[src/rtl/mc_ctrl_fsm.sv]
// Multicycle MIPS-style control FSM with memory handshake, wait timeout and bus error.
// Define MC_CTRL_PERF_EN to add the cyc_cnt / instr_cnt performance counters.
module mc_ctrl_fsm #(
    parameter int MEM_TIMEOUT = 15,
    parameter int PERF_W      = 32
) (
    input  logic              clk,
    input  logic              reset,
    input  logic [5:0]        OPCode,
    input  logic [5:0]        Funct,
    input  logic              Zero,
    input  logic              mem_ready,
    output logic              mem_req,
    output logic              IorD,
    output logic              MemWrite,
    output logic              IRWrite,
    output logic              RegDst,
    output logic              MemtoReg,
    output logic              RegWrite,
    output logic              ALUSrcA,
    output logic              PCEn,
    output logic [1:0]        PCSrc,
    output logic [1:0]        ALUSrcB,
    output logic [2:0]        ALUControl,
    output logic              illegal_op,
    output logic              bus_err
`ifdef MC_CTRL_PERF_EN
    ,
    output logic [PERF_W-1:0] cyc_cnt,
    output logic [PERF_W-1:0] instr_cnt
`endif
);

    typedef enum logic [3:0] {
        S_FETCH, S_DECODE, S_MEMADR, S_MEMREAD, S_MEMWB, S_MEMWRITE,
        S_EXECUTE, S_ALUWB, S_BRANCH, S_ADDIEXEC, S_ADDIWB, S_JUMP
    } state_t;

    typedef struct packed {
        logic       iord;
        logic       memwrite;
        logic       regdst;
        logic       memtoreg;
        logic       regwrite;
        logic       alusrca;
        logic       pcen;
        logic [1:0] pcsrc;
        logic [1:0] alusrcb;
        logic [2:0] aluctl;
    } ctl_t;

    localparam logic [7:0] WAIT_LAST = 8'(MEM_TIMEOUT - 1);

    state_t     state_reg, state_next;
    ctl_t       ctl_reg;
    logic [7:0] wait_cnt_reg, wait_cnt_next;
    logic       mem_req_reg, mem_req_next;
    logic       bus_err_reg;
    logic       mem_ok, timeout;
    logic       opcode_ok, funct_ok;
    logic [2:0] alu_funct;
    logic       fetch_done, branch_take;

    // Purely state-dependent controls; registered from the next state.
    function automatic ctl_t moore_ctl(input state_t s);
        ctl_t c;
        c = '0;
        case (s)
            S_FETCH:    begin c.alusrcb = 2'b01; c.aluctl = 3'b010; end
            S_DECODE:   begin c.alusrcb = 2'b11; c.aluctl = 3'b010; end
            S_MEMADR:   begin c.alusrca = 1'b1; c.alusrcb = 2'b10; c.aluctl = 3'b010; end
            S_MEMREAD:  c.iord = 1'b1;
            S_MEMWB:    begin c.memtoreg = 1'b1; c.regwrite = 1'b1; end
            S_MEMWRITE: begin c.iord = 1'b1; c.memwrite = 1'b1; end
            S_EXECUTE:  c.alusrca = 1'b1;
            S_ALUWB:    begin c.regdst = 1'b1; c.regwrite = 1'b1; end
            S_BRANCH:   begin c.alusrca = 1'b1; c.aluctl = 3'b110; c.pcsrc = 2'b01; end
            S_ADDIEXEC: begin c.alusrca = 1'b1; c.alusrcb = 2'b10; c.aluctl = 3'b010; end
            S_ADDIWB:   c.regwrite = 1'b1;
            S_JUMP:     begin c.pcsrc = 2'b10; c.pcen = 1'b1; end
            default:    c = '0;
        endcase
        return c;
    endfunction

    function automatic logic is_mem_state(input state_t s);
        return (s == S_FETCH) || (s == S_MEMREAD) || (s == S_MEMWRITE);
    endfunction

    always_comb begin
        opcode_ok = 1'b1;
        case (OPCode)
            6'h23, 6'h2B, 6'h00, 6'h04, 6'h05, 6'h08, 6'h02: opcode_ok = 1'b1;
            default:                                         opcode_ok = 1'b0;
        endcase
        funct_ok  = 1'b1;
        alu_funct = 3'b000;
        case (Funct)
            6'h20:   alu_funct = 3'b010;
            6'h22:   alu_funct = 3'b110;
            6'h24:   alu_funct = 3'b000;
            6'h25:   alu_funct = 3'b001;
            6'h2A:   alu_funct = 3'b111;
            default: funct_ok  = 1'b0;
        endcase
    end

    // mem_ready only counts while a request is actually on the bus.
    assign mem_ok  = mem_req_reg & mem_ready;
    assign timeout = mem_req_reg & ~mem_ready & (wait_cnt_reg == WAIT_LAST);

    always_comb begin
        state_next = state_reg;
        case (state_reg)
            S_FETCH:    if (mem_ok) state_next = S_DECODE;
            S_DECODE: begin
                case (OPCode)
                    6'h23, 6'h2B: state_next = S_MEMADR;
                    6'h00:        state_next = S_EXECUTE;
                    6'h04, 6'h05: state_next = S_BRANCH;
                    6'h08:        state_next = S_ADDIEXEC;
                    6'h02:        state_next = S_JUMP;
                    default:      state_next = S_FETCH;
                endcase
            end
            S_MEMADR:   state_next = (OPCode == 6'h2B) ? S_MEMWRITE : S_MEMREAD;
            S_MEMREAD:  if (mem_ok) state_next = S_MEMWB;
            S_MEMWB:    state_next = S_FETCH;
            S_MEMWRITE: if (mem_ok) state_next = S_FETCH;
            S_EXECUTE:  state_next = funct_ok ? S_ALUWB : S_FETCH;
            S_ALUWB:    state_next = S_FETCH;
            S_BRANCH:   state_next = S_FETCH;
            S_ADDIEXEC: state_next = S_ADDIWB;
            S_ADDIWB:   state_next = S_FETCH;
            S_JUMP:     state_next = S_FETCH;
            default:    state_next = S_FETCH;
        endcase
        if (timeout) state_next = S_FETCH;
        // After a timeout the bus is released for one cycle before FETCH re-requests.
        mem_req_next  = ~timeout & is_mem_state(state_next);
        wait_cnt_next = (mem_req_reg & ~mem_ready & ~timeout) ? wait_cnt_reg + 8'd1 : 8'd0;
    end

    always_ff @(posedge clk or negedge reset) begin
        if (!reset) begin
            state_reg    <= S_FETCH;
            ctl_reg      <= moore_ctl(S_FETCH);
            wait_cnt_reg <= 8'd0;
            mem_req_reg  <= 1'b1;
            bus_err_reg  <= 1'b0;
        end else begin
            state_reg    <= state_next;
            ctl_reg      <= moore_ctl(state_next);
            wait_cnt_reg <= wait_cnt_next;
            mem_req_reg  <= mem_req_next;
            bus_err_reg  <= timeout;
        end
    end

    // Reset gating keeps the fetch strobes quiet while reset is held.
    assign fetch_done  = (state_reg == S_FETCH) & mem_ok & reset;
    assign branch_take = (state_reg == S_BRANCH) & (OPCode[0] ? ~Zero : Zero);

    assign mem_req    = mem_req_reg;
    assign IorD       = ctl_reg.iord;
    assign MemWrite   = ctl_reg.memwrite;
    assign IRWrite    = fetch_done;
    assign RegDst     = ctl_reg.regdst;
    assign MemtoReg   = ctl_reg.memtoreg;
    assign RegWrite   = ctl_reg.regwrite;
    assign ALUSrcA    = ctl_reg.alusrca;
    assign PCEn       = ctl_reg.pcen | fetch_done | branch_take;
    assign PCSrc      = ctl_reg.pcsrc;
    assign ALUSrcB    = ctl_reg.alusrcb;
    assign ALUControl = (state_reg == S_EXECUTE) ? alu_funct : ctl_reg.aluctl;
    assign illegal_op = ((state_reg == S_DECODE) & ~opcode_ok) |
                        ((state_reg == S_EXECUTE) & ~funct_ok);
    assign bus_err    = bus_err_reg;

`ifdef MC_CTRL_PERF_EN
    logic [PERF_W-1:0] cyc_cnt_reg, instr_cnt_reg;

    always_ff @(posedge clk or negedge reset) begin
        if (!reset) begin
            cyc_cnt_reg   <= '0;
            instr_cnt_reg <= '0;
        end else begin
            cyc_cnt_reg <= cyc_cnt_reg + 1'b1;
            if (fetch_done) instr_cnt_reg <= instr_cnt_reg + 1'b1;
        end
    end

    assign cyc_cnt   = cyc_cnt_reg;
    assign instr_cnt = instr_cnt_reg;
`endif

endmodule

[config.mk]
export PLATFORM = sky130hd
export DESIGN_NAME = mc_ctrl_fsm
export DESIGN_NICKNAME = d
export VERILOG_FILES = /design/src/rtl/mc_ctrl_fsm.sv
export SDC_FILE = /design/constraint.sdc
export NUM_CORES = 1
export LEC_CHECK = 0
export CORE_MARGIN = 10
export CORE_UTILIZATION = 35
export DETAILED_ROUTE_END_ITERATION = 12
export DONT_BUFFER_PORTS = 1
export GPL_ROUTABILITY_DRIVEN = 0
export PLACE_DENSITY = 0.55
export RECOVER_POWER = 25
export SLEW_MARGIN = 10
export SYNTH_ARGS = -nofsm -noshare
export SYNTH_HDL_FRONTEND = slang
export SYNTH_SLANG_ARGS = --single-unit
export TNS_END_PERCENT = 10
[constraint.sdc]
create_clock -name clk -period 2.8 [get_ports clk]
set_clock_uncertainty 0.1 [all_clocks]
set_input_delay 0.56 -clock clk [delete_from_list [all_inputs] [get_ports clk]]
set_output_delay 0.56 -clock clk [all_outputs]
set_load 0.03 [all_outputs]
## Word-level counts from Yosys, hierarchy flattened

Index checks and enable logic that the tools add are counted.

- Add/subtract/negate cells: 1
- Equality and inequality tests: 30
- Multiplexer cells: 24
- Bitwise logic cells: 18
- Reductions and logical operators: 14

Operator list:

| operator | count |
|---|---|
| $eq 6x6->1 const B | 7 |
| $pmux 4 s7 | 1 |
| $eq 4x3->1 const B | 6 |
| $eq 4x4->1 const B | 6 |
| $pmux 4 s5 | 1 |
| $eq 4x2->1 const B | 4 |
| $mux 4 | 4 |
| $eq 6x3->1 const B | 2 |
| $pmux 3 s4 | 1 |
| $and 1x1->1 | 10 |
| $mux 1 | 10 |
| $mux 3 | 3 |
| $add 8x1->8 const B | 1 |
| $eq 4x1->1 const B | 2 |
| $eq 8x4->1 const B | 1 |
| $logic_not 4->1 | 2 |
| $mux 8 | 1 |
| $reduce_or 2->1 | 4 |
| $reduce_or 4->1 | 2 |
| $reduce_or 7->1 | 1 |
| $eq 6x2->1 const B | 1 |
| $eq 6x4->1 const B | 1 |
| $logic_not 6->1 | 1 |
| $pmux 2 s3 | 1 |
| 7 further kinds | 14 |

- Bits in registers: 28
- Input bits: 16
- Output and inout bits: 18
- Logic and storage cells: 101

## Longest topological paths before layout

- Word-level depth: 10
- Gate-level depth with buffers: 9
- Gate-level depth less buffers: 9

## Worst setup path before layout

OpenSTA, ideal clock, no wires.

- Kind: flip-flop to output port
- From: register mem_req_reg (netlist: mem_req)
- To: output port PCEn
- Arrival: 2,189 ps
- Data required time: 2,140 ps
- Slack: -49 ps
- Cell stages (with the launch flop): 4
- Path buffers: 0
- Cells stage by stage: dfstp_2 nand2_1 nor4_1 or3_1

- Longest elaborated chain between the ends: 5

Ends and longest elaborated chain:

| what | RTL line | RTL |
|---|---|---|
| start, declared | 57 | `logic mem_req_reg, mem_req_next;` |
| start signal, assigned | 155 | `mem_req_reg <= mem_req_next;` |
| $and 1x1->1 | 109 | `assign mem_ok = mem_req_reg & mem_ready;` |
| $and 1x1->1 (2 in series) | 161 | `assign fetch_done = (state_reg == S_FETCH) & mem_ok & reset;` |
| named net IRWrite | 16 | `output logic IRWrite,` |
| $or 1x1->1 (2 in series) | 172 | `assign PCEn = ctl_reg.pcen \| fetch_done \| branch_take;` |
| end, declared | 21 | `output logic PCEn,` |

The timed path passes the listed nets, and every way through them passes these cells.

## Worst setup path after layout

- From: register state_reg[1]
- To: output port ALUControl[1]

- Longest elaborated chain between the ends: 2

Ends and longest elaborated chain:

| what | RTL line | RTL |
|---|---|---|
| start, declared | 54 | `state_t state_reg, state_next;` |
| start signal, assigned | 152 | `state_reg <= state_next;` |
| $eq 4x3->1 | 175 | `assign ALUControl = (state_reg == S_EXECUTE) ? alu_funct : ctl_reg.aluctl;` |
| $mux 3 | 175 |  |
| end, declared | 24 | `output logic [2:0] ALUControl,` |

Every way passes these cells.

==> impl_metrics.tcl <==
set metrics [dict create \
    area_growth_syn_to_layout_pct 5.45 \
    largest_reg_flops 8 \
    status "complete, no violations" \
    reg2reg_depth 6 \
    via_count 1189 \
    synth_area_sq_mm 0.00156 \
    critPathKind "flip-flop to primary output" \
    io_pins 34 \
    setup_viol 0 \
    routedWlPerCell_microns 16.8 \
    irDropWorstVdd_v 0.000482 \
    max_freq_mhz 370 \
    critical_path_required_ns 2.14 \
    antenna_found_initial 0 \
    maxSlewHeadroom 0.283 \
    initial_core_util 0.361 \
    gr-usage-all-layers 0.0957 \
    ys_top_cells_by_area "dfrtp_1 (38%), nor2_1 (5.3%), dfstp_2 (5.0%)" \
    yosysTopAreaCell "dfrtp_1" \
    place_ws_ns 0.404 \
    cp_max_fo 10 \
    synth_top_area_share 0.385 \
    final_nets 179 \
    die_area_sq_mm 0.00753 \
    finalCritPeriodShare 0.966 \
    synth_compound_area_frac 0.121 \
    tightest_slew_ns 1.07 \
    fin_util 0.381 \
    placementRows 24 \
    cp-start-kind "flip-flop" \
    hold_path.class "primary input to asynchronous set/reset pin" \
    io_buffers 0 \
    final.min_clock_period_ns 2.70 \
    ys_warn_count 0 \
    leakagePower_uw 0.000710 \
    fp.dieW_microns 86.8 \
    diodes 0 \
    grt_overflow_total 0 \
    synth-seq-cells 27 \
    finalWorstSetupSlack_ns 0.0961 \
    synth_common_cells "dfrtp_1 (24), nor2_1 (22), nand2_1 (7)" \
    drtIter0Drc 72 \
    ant_nets 0 \
    htreeDepth 1 \
    synth-edff-count 0 \
    clockBufferDepth 2 \
    r2r-start "mem_req$_DFF_PN1_" \
    cts.clk_slew.worst_paths_ns 0.09 \
    synth_cell_types 49 \
    setup-tns-final_ns 0 \
    setup.worst_path.end_class "primary output" \
    rsz0062_at_grt "false" \
    synthArstFlopShare 1.00 \
    cts_resized 0 \
    dp_hpwl_microns 2620 \
    clock_latency_ns 0.26 \
    grt_pass1_vias 1250 \
    drc 0 \
    slew_violations 0 \
    vias_per_cell 5.61 \
    grt_pass1_wl_microns 5960 \
    core_area_sq_mm 0.00432 \
    grt_max_degree 25 \
    cts_tree "built" \
    cts_sinks 27 \
    synth_top_family_by_area "simple AND/OR/NAND/NOR gates" \
    power_density_mw_per_mm2 707 \
    synth_cells 160 \
    layout-drive-gt1-share 0.100 \
    cp.arrival_ns 2.04 \
    max_cap_viol_count 0 \
    dp_cells 207 \
    die_h_microns 86.8 \
    hold_viol 0 \
    instances_no_fill 212 \
    synth-main-ff-cell "dfrtp_1" \
    wl_microns 3570 \
    synth.most_common_cell "dfrtp_1" \
    yosys.area_share.simple 0.309 \
    firstDrtPassIters 4 \
    synthAdderAreaFrac 0.0160 \
    syn-num-nets 178 \
    cp-startpoint "state_reg[1]$_DFF_PN0_" \
    synth_xor_area_frac 0.0393 \
    avgSynthCellArea_sq_um 9.76 \
    ys_seq_area_frac 0.435 \
    synth.area.mux_share 0.0264 \
    cts_buffers 3 \
    root_buffer "clkbuf_8" \
]
==> metal layers <==
layer  track usage  vias up  routed length, microns
met5             0        -                       0
met4        0.0162        0                      18
met3        0.0413        2                     307
met2         0.149       29                    1640
met1         0.121      580                    1600
li1              -      578                       -
==> worst paths after layout <==
kind | endpoint | slack [ns]
max in group asynchronous | ctl_reg[2]$_DFF_PN0_ | 1.12
setup / recovery | ALUControl[1] | 0.1
min in group clk | wait_cnt_reg[0]$_DFF_PN0_ | 0.42
hold / removal | mem_req$_DFF_PN1_ | 0.03
setup reg to reg | mem_req$_DFF_PN1_ | 0.42
hold reg to reg | wait_cnt_reg[0]$_DFF_PN0_ | 0.42
==> per-stage QoR <==
step	instance area (sq um)	hold slack [ns]	total power, uW
5_1_grt	1650	0.00783	1250
2_1_floorplan	1570	0.164	909
6_report	1650	0.0274	1160
3_5_place_dp	1590	0.165	956
4_1_cts	1650	0.0171	1180
3_3_place_gp	1590	0.165	958
==> layout make-up <==
class                   count  area, sq um
flip-flops and latches     27          679
repair buffers              4         32.5
inverters                   5         18.8
clock buffers               4         45.0
multi-input cells         120          806
well taps                  52         65.1
fillers                   443         2680
==> kinds of logic (layout without fill, tap and decap cells) <==
family                   count (synthesis)  after routing
buffers and inverters                   13             13
flip-flops                              27             27
AO/OA/AOI/OAI                           27             27
multiplexers                             4              4
AND/OR/NAND/NOR                         80             80
adder cells (fa/ha/maj)                  2              2
XOR/XNOR                                 7              7
==> worst max-delay path, stage by stage (launching register included) <==
cell	delay (ns)
dfrtp_1	0.62
nand2b_4	0.08
or3b_2	0.52
nor2_1	0.17
a32o_1	0.39
==> layout by cell type (no fill, tap or decap), types with 4 or more instances in the layout <==
cell	instances
a21oi_1	6
and3_1	4
dfrtp_1	24
inv_1	5
nand2_1	7
nand2b_1	5
nand3_1	4
nand4_1	5
nor2_1	22
nor3_1	6
or3_1	5
xor2_1	6
==> timing repair <==
action / 4_1_cts / 5_1_grt
buffers inserted: 0 / 0
hold buffers: 1 / 0
hold endpoints to repair: 24 / 0
==> power by group <==
group	internal [uW]	switching (uW)
clock network	102	108
registers	460	139
logic	145	211
total	707	457
(Power assumes the default switching activity.)
